--- config.mk ---
export PLATFORM = sky130hd
export DESIGN_NAME = cu_sequencer
export DESIGN_NICKNAME = d
export VERILOG_FILES = /design/src/rtl/cu_sequencer.sv
export SDC_FILE = /design/constraint.sdc
export NUM_CORES = 1
export LEC_CHECK = 0
export ABC_AREA = 1
export BUFFER_PORTS_ARGS = -buffer_cell sky130_fd_sc_hd__buf_2
export CAP_MARGIN = 20
export CORE_ASPECT_RATIO = 0.5
export CORE_MARGIN = 2
export CORE_UTILIZATION = 43
export CTS_CLUSTER_SIZE = 30
export DETAILED_ROUTE_END_ITERATION = 8
export PLACE_DENSITY = 0.76
export SYNTH_ARGS = -nofsm -noshare
export SYNTH_HDL_FRONTEND = slang
export SYNTH_SLANG_ARGS = --single-unit
--- constraint.sdc ---
create_clock -name i_clock -period 1.6 [get_ports i_clock]
set_input_delay 0.16 -clock i_clock [delete_from_list [all_inputs] [get_ports i_clock]]
set_output_delay 0.16 -clock i_clock [all_outputs]
set_load 0.01 [all_outputs]
--- src/rtl/cu_sequencer.sv ---
// Multi-cycle control sequencer for the 16-bit stack CPU: FETCH/EXEC/WB/HALT FSM
// with stack-depth tracking. Define CU_CONDJUMP_EN for mask-based conditional jumps.
module cu_sequencer #(
  parameter int STACK_DEPTH = 16
) (
  input  logic        i_clock,
  input  logic        i_reset,
  input  logic [0:17] i_instruction,
  input  logic [0:15] i_condVal,
  output logic        o_ipW,
  output logic        o_cond,
  output logic        o_TW,
  output logic        o_TIn,
  output logic        o_RW,
  output logic        o_RS,
  output logic        o_stkW,
  output logic        o_stkS,
  output logic [3:0]  o_spCtrl,
  output logic        o_carryW,
  output logic        o_instrType,
  output logic [5:0]  o_aluOP,
  output logic [1:0]  o_jSelCtrl,
  output logic        o_halted,
  output logic        o_fault
);
  localparam int DW = $clog2(STACK_DEPTH + 1);
  localparam logic [DW-1:0] FULL = DW'(STACK_DEPTH);

  typedef enum logic [1:0] {FETCH, EXEC, WB, HALT} state_t;

  state_t        state;
  logic [0:10]   ir;     // literal bits [11:17] go straight from ROM to T
  logic [DW-1:0] depth;
  logic          fault;

  logic unusedLit;
  assign unusedLit = ^i_instruction[11:17];

  logic [1:0] cls, dest;
  logic [3:0] stkOp;
  logic [2:0] mask;
  logic       isPush, isPop, isSpLoad, isHalt, aluToT, needsWb;
  assign cls      = ir[0:1];
  assign stkOp    = ir[2:5];
  assign mask     = ir[4:6];
  assign dest     = ir[8:9];
  assign isPush   = (cls == 2'b11) && (stkOp == 4'b0000);
  assign isPop    = (cls == 2'b11) && (stkOp == 4'b0001);
  assign isSpLoad = (cls == 2'b11) && (stkOp == 4'b0011);
  assign isHalt   = (cls == 2'b11) && (stkOp == 4'b1111);
  assign aluToT   = (cls == 2'b00) && (dest == 2'b01);
  assign needsWb  = isPush || isPop || aluToT;

  // Stack faults are caught on the raw word so the offending instruction never strobes.
  logic inPush, inPop, stackFault;
  assign inPush     = (i_instruction[0:1] == 2'b11) && (i_instruction[2:5] == 4'b0000);
  assign inPop      = (i_instruction[0:1] == 2'b11) && (i_instruction[2:5] == 4'b0001);
  assign stackFault = (inPush && depth == FULL) || (inPop && depth == '0);

  logic neg, zero, pos, taken;
  assign neg  = i_condVal[0];
  assign zero = (i_condVal == '0);
  assign pos  = !neg && !zero;
`ifdef CU_CONDJUMP_EN
  assign taken = |(mask & {neg, zero, pos});
`else
  logic unusedCond;
  assign unusedCond = neg ^ zero ^ pos;
  assign taken = |mask;
`endif

  // With o_jSelCtrl at 00 the datapath presents R on i_condVal.
  logic [DW:0]   rSlice;
  logic [DW-1:0] depthFromR;
  assign rSlice     = i_condVal[15-DW:15];
  assign depthFromR = (rSlice > (DW+1)'(STACK_DEPTH)) ? FULL : rSlice[DW-1:0];

  always_ff @(posedge i_clock) begin
    if (i_reset) begin
      state <= FETCH;
      ir    <= '0;
      depth <= '0;
      fault <= 1'b0;
    end else begin
      case (state)
        FETCH: begin
          ir <= i_instruction[0:10];
          if (stackFault) begin
            state <= HALT;
            fault <= 1'b1;
          end else begin
            state <= EXEC;
          end
        end
        EXEC: begin
          if (isHalt)       state <= HALT;
          else if (needsWb) state <= WB;
          else              state <= FETCH;
          if (isPush)   depth <= depth + DW'(1);
          if (isPop)    depth <= depth - DW'(1);
          if (isSpLoad) depth <= depthFromR;
        end
        WB:      state <= FETCH;
        default: state <= HALT;
      endcase
    end
  end

  always_comb begin
    o_ipW       = 1'b0;
    o_cond      = 1'b0;
    o_TW        = 1'b0;
    o_TIn       = 1'b0;
    o_RW        = 1'b0;
    o_RS        = 1'b0;
    o_stkW      = 1'b0;
    o_stkS      = 1'b0;
    o_spCtrl    = 4'b0000;
    o_carryW    = 1'b0;
    o_instrType = 1'b0;
    o_aluOP     = 6'b000000;
    o_jSelCtrl  = 2'b00;
    o_halted    = (state == HALT);
    o_fault     = fault;
    case (state)
      EXEC: begin
        o_instrType = (cls != 2'b00);
        case (cls)
          2'b00: begin
            o_aluOP  = ir[2:7];
            o_RW     = !dest[1];
            o_carryW = ir[10];
            o_ipW    = !aluToT;
          end
          2'b01: begin
            o_TW  = 1'b1;
            o_TIn = 1'b1;
            o_ipW = 1'b1;
          end
          2'b10: begin
            o_ipW  = 1'b1;
            o_cond = taken;
`ifdef CU_CONDJUMP_EN
            o_jSelCtrl = ir[2:3];
`endif
          end
          default: begin
            case (stkOp)
              4'b0000: o_spCtrl[1] = 1'b1;
              4'b0001: begin
                o_stkS = 1'b1;
                o_TW   = 1'b1;
              end
              4'b0010: begin
                o_spCtrl[0] = 1'b1;
                o_TW        = 1'b1;
                o_ipW       = 1'b1;
              end
              4'b0011: begin
                o_RS        = 1'b1;
                o_spCtrl[3] = 1'b1;
                o_ipW       = 1'b1;
              end
              4'b1111: ;
              default: o_ipW = 1'b1;
            endcase
          end
        endcase
      end
      WB: begin
        o_instrType = (cls != 2'b00);
        o_ipW       = 1'b1;
        if (isPush) begin
          o_RS   = 1'b1;
          o_stkW = 1'b1;
        end else if (isPop) begin
          o_spCtrl[2] = 1'b1;
        end else begin
          o_RS = 1'b1;
          o_TW = 1'b1;
        end
      end
      default: ;
    endcase
  end
endmodule

# --- Word-level counts from Yosys, hierarchy flattened ---
# Index checks and enable logic that the tools add are counted.
classes:
  n_addsub: 2
  magnitude_cmp: 1
  n_eq_ne: 14
  muxes: 44
  reduce_logical: 30
ops:
  columns: ["op", "count"]
  rows:
  - ["$mux W1", 27]
  - ["$mux W5", 4]
  - ["$mux W6", 2]
  - ["$eq A2 B2 Y1 const B", 5]
  - ["$mux W2", 5]
  - ["$pmux W1 S2", 5]
  - ["$logic_and A1 B1 Y1", 9]
  - ["$reduce_or A3 Y1", 3]
  - ["$eq A4 B1 Y1 const B", 2]
  - ["$eq A4 B2 Y1 const B", 2]
  - ["$logic_not A4 Y1", 2]
  - ["$reduce_or A2 Y1", 4]
  - ["$eq A2 B1 Y1 const B", 3]
  - ["$gt A6 B5 Y1 const B", 1]
  - ["$pmux W2 S3", 1]
  - ["$add A5 B1 Y5 const B", 1]
  - ["$eq A5 B5 Y1 const B", 1]
  - ["$logic_not A5 Y1", 1]
  - ["$sub A5 B1 Y5 const B", 1]
  - ["$eq A4 B4 Y1 const B", 1]
  - ["$logic_not A2 Y1", 2]
  - ["$reduce_and A2 Y1", 2]
  - ["$logic_or A1 B1 Y1", 3]
  - ["$reduce_bool A3 Y1", 1]
  - ["other kinds (2)", 3]
word_totals:
  ff_bits: 19
  inputBits: 36
  output_inout_bits: 24
  wordCells: 95

# --- Longest topological paths before layout ---
logic_depth:
  depth_word: 7
  ltp_mapped: 16
  ltp_nobuf: 16

# --- Worst setup path before layout ---
# OpenSTA, ideal clock, no wires.
synth_timing:
  path_kind: "reg-to-reg"
  startpoint: "register ir[1] (netlist bit)"
  endpoint: "register depth[4]"
  setup_ps: 66
  t_arrival_ps: 1715
  t_required_ps: 1534
  path_slack_ps: -181
  path_stages_with_launch: 17
  n_path_buf: 0
  period_less_slack_ps: 1781
  cell_sequence: "dfxtp_1 -> ha_1 -> inv_2 -> nor2_8 -> nand3_4 -> nand2_1 -> nand2_1 -> inv_2 -> ha_1 -> inv_1 -> nand2_1 -> nand3_2 -> nand2_1 -> nand2_1 -> nand2_1 -> nand2_1 -> a21oi_2"
synth_via:
  elab_chain_len: 4
  word_cells_on_any_way: 8
  cone_classes: "1 x eq/ne; 2 x mux; 5 x reduce/logical"
synth_lines:
  columns: ["element", "line_no", "rtl"]
  rows:
  - ["start, declared", "32", "logic [0:10] ir;"]
  - ["start signal, assigned", "87", "ir <= i_instruction[0:10];"]
  - ["$eq A2 B2 Y1 *", "47, 48, 49", null]
  - ["$logic_and A1 B1 Y1, on equally long branches", "47, 48, 49", null]
  - ["$reduce_bool A3 Y1 (no line) / $mux W5 (equally long branches)", null, null]
  - ["$reduce_and A2 Y1 (no line) / $mux W5 (equally long branches)", null, null]
  - ["end signal, assigned", "99", "if (isPush) depth <= depth + DW'(1);"]
  - ["end signal, assigned", "100", "if (isPop) depth <= depth - DW'(1);"]
  - ["end signal, assigned", "101", "if (isSpLoad) depth <= depthFromR;"]
  - ["end, declared", "33", "logic [DW-1:0] depth;"]
# Every way passes the cells marked *; elsewhere a longest branch is shown, timed or not.
# A chain may end at the register's enable or synchronous reset.

# --- Final worst setup path ---
layout_timing:
  startpoint: "register ir[1] (netlist bit)"
  endpoint: "output o_TW"
layout_via:
  elab_chain_len: 5
  word_cells_on_any_way: 11
  cone_classes: "3 x eq/ne; 4 x mux; 4 x reduce/logical"
layout_lines:
  columns: ["element", "line_no", "rtl"]
  rows:
  - ["$eq A2 B2 Y1", "47, 48", null]
  - ["$logic_and A1 B1 Y1", "48", "assign isPop = (cls == 2'b11) && (stkOp == 4'b0001);"]
  - ["$mux W1", "176", "end else if (isPop) begin"]
  - ["$mux W1", "173", "if (isPush) begin"]
  - ["$pmux W1 S2 *", "125", "case (state)"]
  - ["end, declared", "12", "output logic o_TW,"]
# Marked as above.

==> qor.txt <==
worst-skew pair later-pin latency -> 260 ps
number of antenna violations at the first check in global routing -> 0
total number of yosys warnings -> 0
area of all placed cells without fillers -> 2057 sq um
non-filler cells, final -> 301
busiest grt layer -> met2
least setup slack across all paths after layout -> -140.8 ps
biggest area contributors in the synthesized netlist -> dfxtp_1 28%, ha_1 9.1%, inv_1 8.2%
residual overflow from global routing -> 0
clk_skew -> 4.274 ps
Layout Nets -> 308
global-route usage over all layers -> 20.14%
result of the run -> complete, but fails checks
vias -> 1567
number of violations of the max-capacitance limit -> 0
clock tree from TritonCTS -> done
reg-to-reg critical path endpoint -> depth[4]
logic depth of the worst register-to-register path -> 14
TritonCTS buffer count -> 3
final setup violation count -> 5
antenna cells -> 0
die area -> 3693 sq um
hold-critical path endpoint -> o_fault
most frequent cells in the layout -> 40 x buf_2, 26 x inv_1, 23 x nor2_1
post-route ant nets -> 0
standard-cell rows -> 14
most common cell after layout, fill and taps aside -> buf_2
leak pwr -> 0.9868 nW
Fill cells -> 234
CP max FO -> 3
final critical delay including setup and external delays -> 1741 ps
routed vias/inst -> 5.206
number of buffers added on ports -> 40
number of sinks driven by the clock tree -> 19
number of hold violations in the final report -> 0
Post-Synthesis Mean Instance Area -> 6.980 sq um
via count of the first global-routing pass -> 1280
sort of element at the end of the critical path -> output port
horizontal extent of the die -> 83.97 um
DRC violation count after routing -> 0
Routability Congestion -> 0.8354
r2r setup slk -> -70 ps
number of design-rule violations left by the first detailed-router iteration -> 107
pins over their slew limit -> 0
CP Data Required Time -> 1440 ps
sum of net half-perimeters after detailed placement -> 2.712 mm
HP Start -> i_reset
Fin Setup TNS -> -393.0 ps
GR Layer Usage met2 -> 32.96%
Placed Area -> 1745 sq um
netlist area before placement -> 1375 sq um
Max Clk Rate -> 574.5 MHz
Clock Pin Slew Worst Setup and Hold Paths -> 80 ps
number of I/O pins -> 60
WS Path Type -> flip-flop to output port
cell taking the most area after synthesis -> dfxtp_1
maximum number of pins on one net before global-route repair -> 17
placed cells -> 289
overall routed net length -> 4.340 mm
part of the Yosys area used for sequential elements -> 27.66%
first-pass GRT wire length -> 5.816 mm
wire length per cell after detailed routing -> 14.42 um
power per cell area -> 629.5 nW/um^2
RSZ-0062 raised after global routing -> yes
CTS H-tree lvls -> 1
crit path DAT -> 1580 ps
Area growth, synth to finish -> 49.59%
Std-Cell Core Area -> 3030 sq um
number of library cell types mapped by synthesis -> 32
Register Area -> 396.6 sq um
violations in the final reports -> negative setup slack
share of the synthesized area in the top cell type -> 27.66%
beginning of the worst register-to-register path -> ir[0]
final worst-path cycle share -> 108.8%
count of state elements after synthesis -> 19
Starting Density -> 45.38%
count of mapped cells out of synthesis -> 197
layout cell share with drive strength beyond 1 -> 46.36%
worst-case hold slack -> 86.22 ps
met1 global-route usage -> 25.95%
highest ir drop seen on vdd -> 441.9 uV
min-delay worst type -> primary input to flip-flop
Die Y -> 43.99 um
first-pass detailed-route iteration total -> 4
Hold Path Cell Cnt -> 2
Global Route met3 Usage -> 6.286%
footprint of the multi-input gates -> 1011 sq um
Clock Tree Root -> clkbuf_8
critical path startpoint category -> flip-flop
maximum number of buffers from clock root to sink -> 2
[per-stage QoR]
step / power, mW / utilization (%) / worst slack, ps
final: 1.295 / 67.88 / -140.8
after global routing: 1.361 / 67.88 / -219.4
after CTS: 1.231 / 62.14 / -140.2
after detailed placement: 0.8549 / 57.60 / -66.56
after global placement: 0.8485 / 57.60 / -35.94
after floorplan: 0.7299 / - / -37.60
[worst max path at each step]
stage	endpoint	slack, ps	start	cells past startpoint
2_1_floorplan	depth[4]	-40	ir[0]	15
3_3_place_gp	depth[4]	-40	ir[0]	15
3_5_place_dp	depth[4]	-70	ir[0]	15
4_1_cts	o_TW	-140	ir[0]	7
5_1_grt	o_TW	-220	ir[1]	7
6_report	o_TW	-140	ir[1]	7
[power breakdown]
part	leakage [nW]	switching (mW)	internal [mW]
clock network	0.0255	0.175	0.174
registers	0.159	0.0402	0.509
logic	0.802	0.230	0.167
[state kept, by name, indices dropped and copies added, names as in the netlist]
signal,flops
ir,11
depth,5
state,2
o_fault,1
[Yosys cell counts (all sizes together)]
cell type  count
inv           35
nand2         28
nor2          25
a21oi         23
dfxtp         19
o21ai         19
nand3         12
ha            10
nand4          5
buf            3
clkbuf         3
a31oi          2
nor3           2
nor4           2
a211oi         1
a22oi          1
a32o           1
conb           1
nor3b          1
o211ai         1
o21a           1
xnor2          1
xor2           1
[cell type report]
type / instances / area share, %
Clock buffer: 3 / 2.007
Clock inverter: 1 / 0.2433
Inverter: 35 / 6.752
Multi-Input combinational cell: 138 / 49.15
Sequential cell: 19 / 19.28
Tap cell: 40 / 2.433
Timing Repair Buffer: 65 / 20.13
[worst max-delay path: stages (launching register included)]
cell,delay (ps)
dfxtp_4,360
buf_6,120
buf_4,120
ha_1,130
nand2_1,70
a32o_2,250
a21oi_2,120
buf_2,130
[layer usage]
layer,vias up,share of wire (%)
li1,772,-
met1,720,42
met2,63,50
met3,12,5.9
met4,0,2.1
met5,-,0
[kinds of logic (layout without fill, tap and decap cells)]
logic type	after synthesis	in the layout	share of synthesized area (%)
other	1	2	0.2727
buffers and inverters	41	104	11.83
AO/OA/AOI/OAI	49	49	21.11
AND/OR/NAND/NOR	75	75	28.75
flip-flops	19	19	27.66
XOR/XNOR	2	2	1.274
adder cells (fa/ha/maj)	10	10	9.099
[what timing repair did]
action                                  in CTS  in global routing
resized for setup                           20                 33
pin swaps                                    6                  8
hold buffers                                 0                  0
endpoints found under the setup margin      17                 21
buffers inserted                             3                  5
Note: power is estimated with default switching activity, not from simulation.
